`config.mk`:
```
export PLATFORM = sky130hd
export DESIGN_NAME = mes_period_acc_flat
export DESIGN_NICKNAME = d
export VERILOG_FILES = /design/src/rtl/mes_period_acc_if.sv /design/src/rtl/mes_period_acc.sv /design/src/flat_wrapper.sv
export SDC_FILE = /design/constraint.sdc
export NUM_CORES = 1
export LEC_CHECK = 0
export CORE_MARGIN = 2
export CORE_UTILIZATION = 40
export CTS_CLUSTER_DIAMETER = 60
export DETAILED_ROUTE_END_ITERATION = 10
export GPL_ROUTABILITY_DRIVEN = 0
export HOLD_SLACK_MARGIN = 0.08
export PLACE_DENSITY = 0.68
export RECOVER_POWER = 50
export SLEW_MARGIN = 10
export SYNTH_ARGS = -nofsm -noshare
export SYNTH_HDL_FRONTEND = slang
export SYNTH_SLANG_ARGS = --single-unit
```
`constraint.sdc`:
```
create_clock -name clock -period 5.2 [get_ports clock]
set_clock_uncertainty 0.1 [all_clocks]
set_input_delay 1.56 -clock clock [delete_from_list [all_inputs] [get_ports clock]]
set_output_delay 1.56 -clock clock [all_outputs]
set_load 0.005 [all_outputs]
```
`src/rtl/mes_period_acc_if.sv`:
```
// Bus bundle for the period-average measurement block: sample stream in,
// averaged measurement and status out.
interface mes_period_acc_if #(
    parameter int SAMPLE_W = 16
);
    logic                       enable;
    logic                       adc_valid;
    logic signed [SAMPLE_W-1:0] adc_data;
    logic                       clr_overrun;
    logic signed [31:0]         MES_OUT_N_int32;
    logic                       period_end;
    logic                       overrun;

    modport master (
        output enable, adc_valid, adc_data, clr_overrun,
        input  MES_OUT_N_int32, period_end, overrun
    );

    modport slave (
        input  enable, adc_valid, adc_data, clr_overrun,
        output MES_OUT_N_int32, period_end, overrun
    );
endinterface

```
`src/rtl/mes_period_acc.sv`:
```
// Accumulates 2^LOG2_N signed ADC samples and publishes their floor average,
// rate-limited by a holdoff counter so the downstream PI loop is not overrun.
module mes_period_acc #(
    parameter int SAMPLE_W = 16,
    parameter int LOG2_N   = 5,
    parameter int HOLDOFF  = 256
) (
    input  logic              clock,
    input  logic              reset,
    mes_period_acc_if.slave   bus
);
    localparam int ACC_W  = SAMPLE_W + LOG2_N;
    localparam int CNT_W  = LOG2_N + 1;
    localparam int HOLD_W = (HOLDOFF > 0) ? $clog2(HOLDOFF + 1) : 1;

    localparam logic [0:0] IDLE = 1'b0;
    localparam logic [0:0] ACC  = 1'b1;

    localparam logic [CNT_W-1:0]  LAST      = CNT_W'((1 << LOG2_N) - 1);
    localparam logic [HOLD_W-1:0] HOLD_LOAD = HOLD_W'(HOLDOFF);

    logic [0:0]               state;
    logic signed [ACC_W-1:0]  acc_p0;
    logic [CNT_W-1:0]         cnt_p0;
    logic [HOLD_W-1:0]        hold;
    logic signed [ACC_W-1:0]  sample_ext;
    logic signed [ACC_W-1:0]  sum;
    logic                     accept;
    logic                     complete;
    logic                     publish;
    logic                     discard;

    // Arithmetic shift gives floor toward minus infinity for negative sums.
    function automatic logic signed [31:0] floor_avg(input logic signed [ACC_W-1:0] s);
        logic signed [ACC_W-1:0] q;
        q = s >>> LOG2_N;
        return 32'(q);
    endfunction

    always_comb begin
        sample_ext = ACC_W'(bus.adc_data);
        sum        = acc_p0 + sample_ext;
        accept     = (state == ACC) && bus.enable && bus.adc_valid;
        complete   = accept && (cnt_p0 == LAST);
        publish    = complete && (hold == '0);
        discard    = complete && (hold != '0);
    end

    // Stage p0 -> outputs: accumulate, then publish or drop on the Nth sample
    always_ff @(posedge clock or posedge reset) begin
        if (reset) begin
            state               <= IDLE;
            acc_p0              <= '0;
            cnt_p0              <= '0;
            hold                <= '0;
            bus.MES_OUT_N_int32 <= '0;
            bus.period_end      <= 1'b0;
            bus.overrun         <= 1'b0;
        end else begin
            case (state)
                IDLE: begin
                    acc_p0 <= '0;
                    cnt_p0 <= '0;
                    if (bus.enable) state <= ACC;
                end
                ACC: begin
                    if (!bus.enable) begin
                        state  <= IDLE;
                        acc_p0 <= '0;
                        cnt_p0 <= '0;
                    end else if (complete) begin
                        acc_p0 <= '0;
                        cnt_p0 <= '0;
                    end else if (accept) begin
                        acc_p0 <= sum;
                        cnt_p0 <= cnt_p0 + CNT_W'(1);
                    end
                end
                default: state <= IDLE;
            endcase

            bus.period_end <= publish;
            if (publish) bus.MES_OUT_N_int32 <= floor_avg(sum);

            // Holdoff runs regardless of enable so a stop/start cannot bypass it
            if (publish)          hold <= HOLD_LOAD;
            else if (hold != '0)  hold <= hold - HOLD_W'(1);

            if (discard)               bus.overrun <= 1'b1;
            else if (bus.clr_overrun)  bus.overrun <= 1'b0;
        end
    end
endmodule

```
`src/flat_wrapper.sv`:
```
// flat-port wrapper written by rule: the top's interface ports become plain ports
module mes_period_acc_flat 
#(
    parameter int SAMPLE_W = 16,
    parameter int LOG2_N   = 5,
    parameter int HOLDOFF  = 256
)
  (clock, reset, bus_enable, bus_adc_valid, bus_adc_data, bus_clr_overrun, bus_MES_OUT_N_int32, bus_period_end, bus_overrun);
  mes_period_acc_if #(.SAMPLE_W(SAMPLE_W)) bus_i ();
  input  logic clock;
  input  logic reset;
  input wire logic [$bits(bus_i.enable)-1:0] bus_enable;
  input wire logic [$bits(bus_i.adc_valid)-1:0] bus_adc_valid;
  input wire logic [$bits(bus_i.adc_data)-1:0] bus_adc_data;
  input wire logic [$bits(bus_i.clr_overrun)-1:0] bus_clr_overrun;
  output wire logic [$bits(bus_i.MES_OUT_N_int32)-1:0] bus_MES_OUT_N_int32;
  output wire logic [$bits(bus_i.period_end)-1:0] bus_period_end;
  output wire logic [$bits(bus_i.overrun)-1:0] bus_overrun;
  assign bus_i.enable = bus_enable;
  assign bus_i.adc_valid = bus_adc_valid;
  assign bus_i.adc_data = bus_adc_data;
  assign bus_i.clr_overrun = bus_clr_overrun;
  assign bus_MES_OUT_N_int32 = bus_i.MES_OUT_N_int32;
  assign bus_period_end = bus_i.period_end;
  assign bus_overrun = bus_i.overrun;
  mes_period_acc #(.SAMPLE_W(SAMPLE_W), .LOG2_N(LOG2_N), .HOLDOFF(HOLDOFF)) u_core (.clock(clock), .reset(reset), .bus(bus_i));
endmodule
```
==> run metrics, run 1 <==
Seq cells post-synth 55; Rows 33; total number of vias 2,498; Tot Pwr about 0.00091 W; hold crit path type flip-flop to flip-flop; Final TNS setup 0 ps; FF-to-FF Start u_core.hold[2]; Hold Startpoint u_core.bus.MES_OUT_N_int32[1]; Antenna diodes 0; First DRT Iteration DRCs around 110; Synth Instances approximately 320; final slew viol count 0; First-pass DRT Iterations 6; Setup violations, final 0; clk slew on worst S/H paths 100 ps; root buf cell clkbuf_8; outcome complete, no violations; slew at the pin with the worst max-slew slack 1340 ps; EDFF count, synth 0; power density over the cells 231 nW/µm²; clk buf depth 2; Synth area leader dfrtp_1; slew margin rel. 0.109; first-pass GRT wire length 11.6 mm; PostCTS Resize Cnt 0; leading post-synthesis cells by cell area dfrtp_1 42%, ha_1 8.3%, xnor2_1 4.0%; die area 8990 µm²; WS Path Type input pin to flip-flop; R2R depth 6; worst-skew pair later-pin latency 310 ps; CTS H-tree lvls 2; max-cap viol count 0; slowest stage delay, CP about 500 ps; unrepaired setup endpoints after global routing no; post-CTS setup buffer count 0; cell family with most CP delay compound AO/OA/AOI/OAI gates; CTS buffer count 5; critical path cell sequence clkdlybuf4s50_1 -> ha_1 -> inv_1 -> fa_1 -> nor2b_1 -> o211ai_1 -> a31oi_1 -> o211ai_1 -> a21oi_1 -> nor3_1 -> or4b_1 -> o211ai_1; Hold Fails Final Rpt 0; Final nets about 410; antenna-violating nets left 0; Data required, critical path 5330 ps; vias per std cell 5.34; RR Endpoint u_core.bus.MES_OUT_N_int32[4]; most used cell, CP o211ai_1; type of origin of the critical path input pin; fraction of registers with async set/reset 1.00; ys flop type dfrtp_1; CTS tree yes; slowest CP cell or4b_1; final instance area 3930 µm²; fin crit share 0.827; share of cells above drive strength 1 0.0689; Fmax achieved 0.233 GHz; number of global-route vias before repair 2,475; Die W 94.8 µm; Final HPWL DP 5.03 mm; Final Util 0.486; Reg2Reg Setup Slack 1490 ps; core footprint 8090 µm²; Arr. time, crit path 4430 ps; DR WL/cell about 15 µm; Routed WL roughly 6.8 mm; Die H 94.8 µm; placed cell count 460; Netlist Area Pre-Place 3300 µm²; placed inst area 3820 µm²; total congestion overflow 0; synth-to-layout area growth 19.2%; CP endpoint kind flip-flop; Worst VDD drop 0.113 mV; final std cells w/o fill around 470; Min-Delay Endpoint u_core.bus.MES_OUT_N_int32[1]; Syn. warnings 0; Buf/Inv on CP 2; post-synthesis average cell area 10.2 µm²; Period minus WS final roughly 4300 ps; sequential fraction of the synthesis area 0.417; DRC errors left 0; Initial Util 0.408; clock sinks 55; initial antenna violation count 0; commonest cells in the netlist 55 x dfrtp_1, 23 x nand2_1, 22 x ha_1, 20 x nor2_1, 20 x o21ai_0; Netlist cell types between 40 and 50; Top-Level Pins 55; Lkg Pwr 1.86 nW; top-count cell post-synth dfrtp_1; syn_nets 367; hold buffers post-CTS 0; top-area cell type share of the netlist area 0.417; total track usage 0.162; pin count of the biggest net entering global routing 35; critical path peak fanout 4; # port buffers 54; WHS Path Cells 1
-- metrics by stage --
stage | setup WS [ps] | hold WS, ps
2_1_floorplan | 1410 | 354
3_3_place_gp | 718 | 370
3_5_place_dp | 610 | 378
4_1_cts | 915 | 403
5_1_grt | 681 | 412
6_report | 902 | 394
-- logic make-up after synthesis --
kind of cell / Yosys count / share of synthesized area
buf+inv: 37 / 0.0653
xor+xnor: 25 / 0.0706
fa+ha+maj: 23 / 0.0895
mux: 19 / 0.0630
flops: 55 / 0.417
simple gates: 84 / 0.135
compound gates: 80 / 0.160
-- worst max path at each step --
stage | from | end | slack, ps | depth (start not counted)
after floorplan | bus_adc_data[0] | u_core.acc_p0[20] | 1410 | 11
after detailed placement | bus_adc_data[0] | u_core.acc_p0[20] | 610 | 12
after global placement | bus_adc_data[0] | u_core.acc_p0[20] | 720 | 12
final | bus_adc_data[0] | u_core.acc_p0[20] | 900 | 12
after CTS | bus_adc_data[0] | u_core.acc_p0[20] | 920 | 12
after global routing | bus_adc_data[0] | u_core.acc_p0[20] | 680 | 12
-- layout by cell type (no fill, tap or decap), types with 2 or more instances in the layout --
cell type / instances
a211oi_1: 3
a21o_1: 9
a21oi_1: 17
a22o_1: 14
a31oi_1: 3
and3_1: 4
buf_4: 2
bufinv_16: 2
clkbuf_8: 5
clkdlybuf4s50_1: 45
dfrtp_1: 55
dlygate4sd3_1: 9
ha_1: 22
inv_1: 11
mux2_1: 5
mux2_2: 9
mux2i_1: 5
nand2_1: 23
nand2b_1: 4
nand3_1: 8
nand4_1: 4
nor2_1: 20
nor2b_1: 3
nor3_1: 6
nor4_1: 2
o211ai_1: 6
o21ai_0: 20
o21bai_1: 2
or2_2: 2
or3_1: 3
xnor2_1: 15
xor2_1: 9
-- power breakdown --
group / switching, W / leakage [nW] / internal (W)
combinational: 0.0000750 / 1.04 / 0.0000590
clock: 0.000142 / 0.0644 / 0.000192
sequential: 0.00000545 / 0.754 / 0.000436
-- sequential cells by signal, indices dropped and copies added, names as in the netlist --
name / count
u_core.acc_p0: 21
u_core.bus.MES_OUT_N_int32: 16
u_core.hold: 9
u_core.cnt_p0: 6
u_core.bus.overrun: 1
u_core.bus.period_end: 1
u_core.state: 1
-- routing by layer --
metal	vias up	track usage	wire [µm]
li1	1217	-	-
met3	5	0.0231	171
met4	0	0.0471	74
met5	-	0	0
met2	48	0.278	3400
met1	1228	0.214	3150
-- area by class of cell --
type | instances | area (µm²)
multi-input cells | 231 | 1680
fillers | 752 | 4160
clock buffers | 5 | 68.8
clock inverters | 3 | 67.6
well taps | 105 | 131
inverters | 12 | 45.0
flip-flops and latches | 55 | 1380
repair buffers | 57 | 559
Power figures use the tool's default switching activity.
==> run 2: changes to the inputs <==
==> constraint.sdc (replaced) <==
create_clock -name clock -period 4.3 [get_ports clock]
set_clock_uncertainty 0.1 [all_clocks]
set_input_delay 1.29 -clock clock [delete_from_list [all_inputs] [get_ports clock]]
set_output_delay 1.29 -clock clock [all_outputs]
set_load 0.005 [all_outputs]
==> run 2 against run 1 <==
  * Routed wire length grew 0.60%
  * Highest routed layer unchanged
  * Clock power is 24% higher
  * Final area up 0.19%
  * Sequential power rose by 21%
  * Global-route usage down 0.13 points
  * Non-clock buffer count up 2
  * Worst hold slack barely moved
  * Setup slack got worse by 570 ps
  * Die area unchanged
  * Power increased by 22%
  * Utilization grew 0.093 points
  * Register-to-register slack worse by 860 ps
==> run metrics, run 2 (synthesis results as in run 1) <==
initial antenna violation count 0 (unchanged); Tot Pwr 0.00111 W (was 0.000909 W); First-pass DRT Iterations 4 (was 6); Final nets 408 (was 406); Lkg Pwr 1.85 nW (was 1.86 nW); final std cells w/o fill 470 (was 468); Period minus WS final 3970 ps; slew at the pin with the worst max-slew slack 1380 ps (was 1340 ps); CP endpoint kind flip-flop (unchanged); WS Path Type input pin to flip-flop (unchanged); share of cells above drive strength 1 0.0658 (was 0.0689); Top-Level Pins 55 (unchanged); max-cap viol count 0 (unchanged); fin crit share 0.923; Reg with most FFs u_core.acc_p0 (unchanged); commonest non-fill, non-tap cell in the layout dfrtp_1 (unchanged); power density over the cells 282 nW/µm² (was 231 nW/µm²); unrepaired setup endpoints after global routing no (unchanged); synth-to-layout area growth 19.5% (was 19.2%); Setup violations, final 0 (unchanged); Die W 94.8 µm (unchanged); clk buf depth 2 (unchanged); Initial Util 0.408 (unchanged); clk slew on worst S/H paths 110 ps (was 100 ps); CTS buffer count 5 (unchanged); die area 8990 µm² (unchanged); outcome complete, no violations (unchanged); antenna-violating nets left 0 (unchanged); number of global-route vias before repair 2,364 (was 2,475); DR WL/cell 14.5 µm (about the same); total number of vias 2,443 (was 2,498); Final HPWL DP 5.02 mm (was 5.03 mm); hold slack 394 ps (about the same); Data required, critical path 4450 ps (was 5330 ps); critical path peak fanout 4 (unchanged); Largest register FFs 21 (unchanged); Arr. time, crit path 4120 ps (was 4430 ps); hold buffers post-CTS 0 (unchanged); total track usage 0.161 (was 0.162); CTS tree yes (unchanged); most frequent cells in the layout 55 x dfrtp_1, 49 x clkdlybuf4s50_1, 23 x nand2_1, 22 x ha_1 (was 55 x dfrtp_1, 45 x clkdlybuf4s50_1, 23 x nand2_1, 22 x ha_1); first-pass GRT wire length 11.3 mm (was 11.6 mm); DRC errors left 0 (unchanged); Largest regs u_core.acc_p0 x21, u_core.bus.MES_OUT_N_int32 x16, u_core.hold x9 (unchanged); placed cell count 462 (was 460); total congestion overflow 0 (unchanged); hold crit path type flip-flop to flip-flop (unchanged); Final Util 0.487 (was 0.486); First DRT Iteration DRCs 110 (was 108); Fmax achieved 0.252 GHz; root buf cell clkbuf_8 (unchanged); Hold Fails Final Rpt 0 (unchanged); vias per std cell 5.20 (was 5.34); type of origin of the critical path input pin (unchanged); Rows 33 (unchanged); CTS H-tree lvls 2 (unchanged); Routed WL 6.83 mm (was 6.79 mm); final slew viol count 0 (unchanged); PostCTS Resize Cnt 0 (unchanged); worst-skew pair later-pin latency 320 ps (was 310 ps); clock sinks 55 (unchanged); pin count of the biggest net entering global routing 25 (was 35); Worst VDD drop 0.126 mV (was 0.113 mV); slew margin rel. 0.0707 (was 0.109); Antenna diodes 0 (unchanged); post-CTS setup buffer count 0 (unchanged); Die H 94.8 µm (unchanged); # port buffers 54 (unchanged); core footprint 8090 µm² (unchanged)
run 2: changes by cell type in the layout (fill, tap and decap cells not counted):
| cell | delta |
|---|---|
| clkdlybuf4s50_1 | +4 |
| dlygate4sd3_1 | -4 |
| clkbuf_1 | +2 |
| or2_0 | +1 |
| or2_2 | -1 |
run 2: worst max-delay path: stages:
cell and delay [ps]:
clkdlybuf4s50_1 490, ha_1 190, inv_1 60, fa_1 410
nor2b_1 160, o211ai_1 120, a31oi_1 260, o211ai_1 190
a21oi_1 280, nor3_1 70, or4b_1 500, o211ai_1 100
run 2: worst paths after layout:
| kind | startpoint | slack [ps] | to | cells after the start |
|---|---|---|---|---|
| setup reg to reg | u_core.hold[2] | 630 | u_core.bus.MES_OUT_N_int32[12] | 6 |
| setup / recovery | bus_adc_data[0] | 330 | u_core.acc_p0[20] | 12 |
| max in group asynchronous | reset | 1110 | u_core.hold[2] | 3 |
| hold / removal | u_core.bus.MES_OUT_N_int32[3] | 390 | u_core.bus.MES_OUT_N_int32[3] | 1 |
| hold reg to reg | u_core.bus.MES_OUT_N_int32[3] | 390 | u_core.bus.MES_OUT_N_int32[3] | 1 |
| min in group asynchronous | reset | 1450 | u_core.hold[7] | 2 |
run 2: through the flow:
stage	setup slack (ps)	TNS, ps	area, µm²
detailed placement	-4.06	-4.06	3840
global placement	118	0	3840
global route	79.4	0	3940
floorplan	784	0	3300
finish	333	0	3940
CTS	338	0	3970
run 2: cell type report:
| class | count | area [µm²] |
|---|---|---|
| Tap cell | 105 | 131 |
| Fill cell | 764 | 4150 |
| Clock buffer | 5 | 68.8 |
| Clock inverter | 3 | 67.6 |
| Sequential cell | 55 | 1380 |
| Timing Repair Buffer | 59 | 567 |
| Multi-Input combinational cell | 231 | 1680 |
| Inverter | 12 | 45.0 |
run 2: report_power, final:
part / total [W] / switching (W) / internal [W] / leakage, nW
registers: 0.000534 / 0.00000664 / 0.000527 / 0.754
clock network: 0.000413 / 0.000181 / 0.000232 / 0.0644
logic: 0.000162 / 0.0000907 / 0.0000717 / 1.03
total: 0.00111 / 0.000278 / 0.000831 / 1.85
run 2: per-layer routing:
metal | track usage | wire, µm | vias up
met5 | 0 | 0 | -
met4 | 0.0471 | 87 | 0
met3 | 0.0287 | 192 | 6
met2 | 0.262 | 3280 | 42
met1 | 0.220 | 3280 | 1176
li1 | - | - | 1219
==> run 3: changes to the inputs <==
--- a/config.mk
+++ b/config.mk
@@ -13,6 +13,7 @@
 export HOLD_SLACK_MARGIN = 0.08
 export PLACE_DENSITY = 0.68
 export RECOVER_POWER = 50
+export SKIP_LAST_GASP = 1
 export SLEW_MARGIN = 10
 export SYNTH_ARGS = -nofsm -noshare
 export SYNTH_HDL_FRONTEND = slang
==> results of run 3 <==
No change in the layout: final DEF, timing and power equal those of run 2.
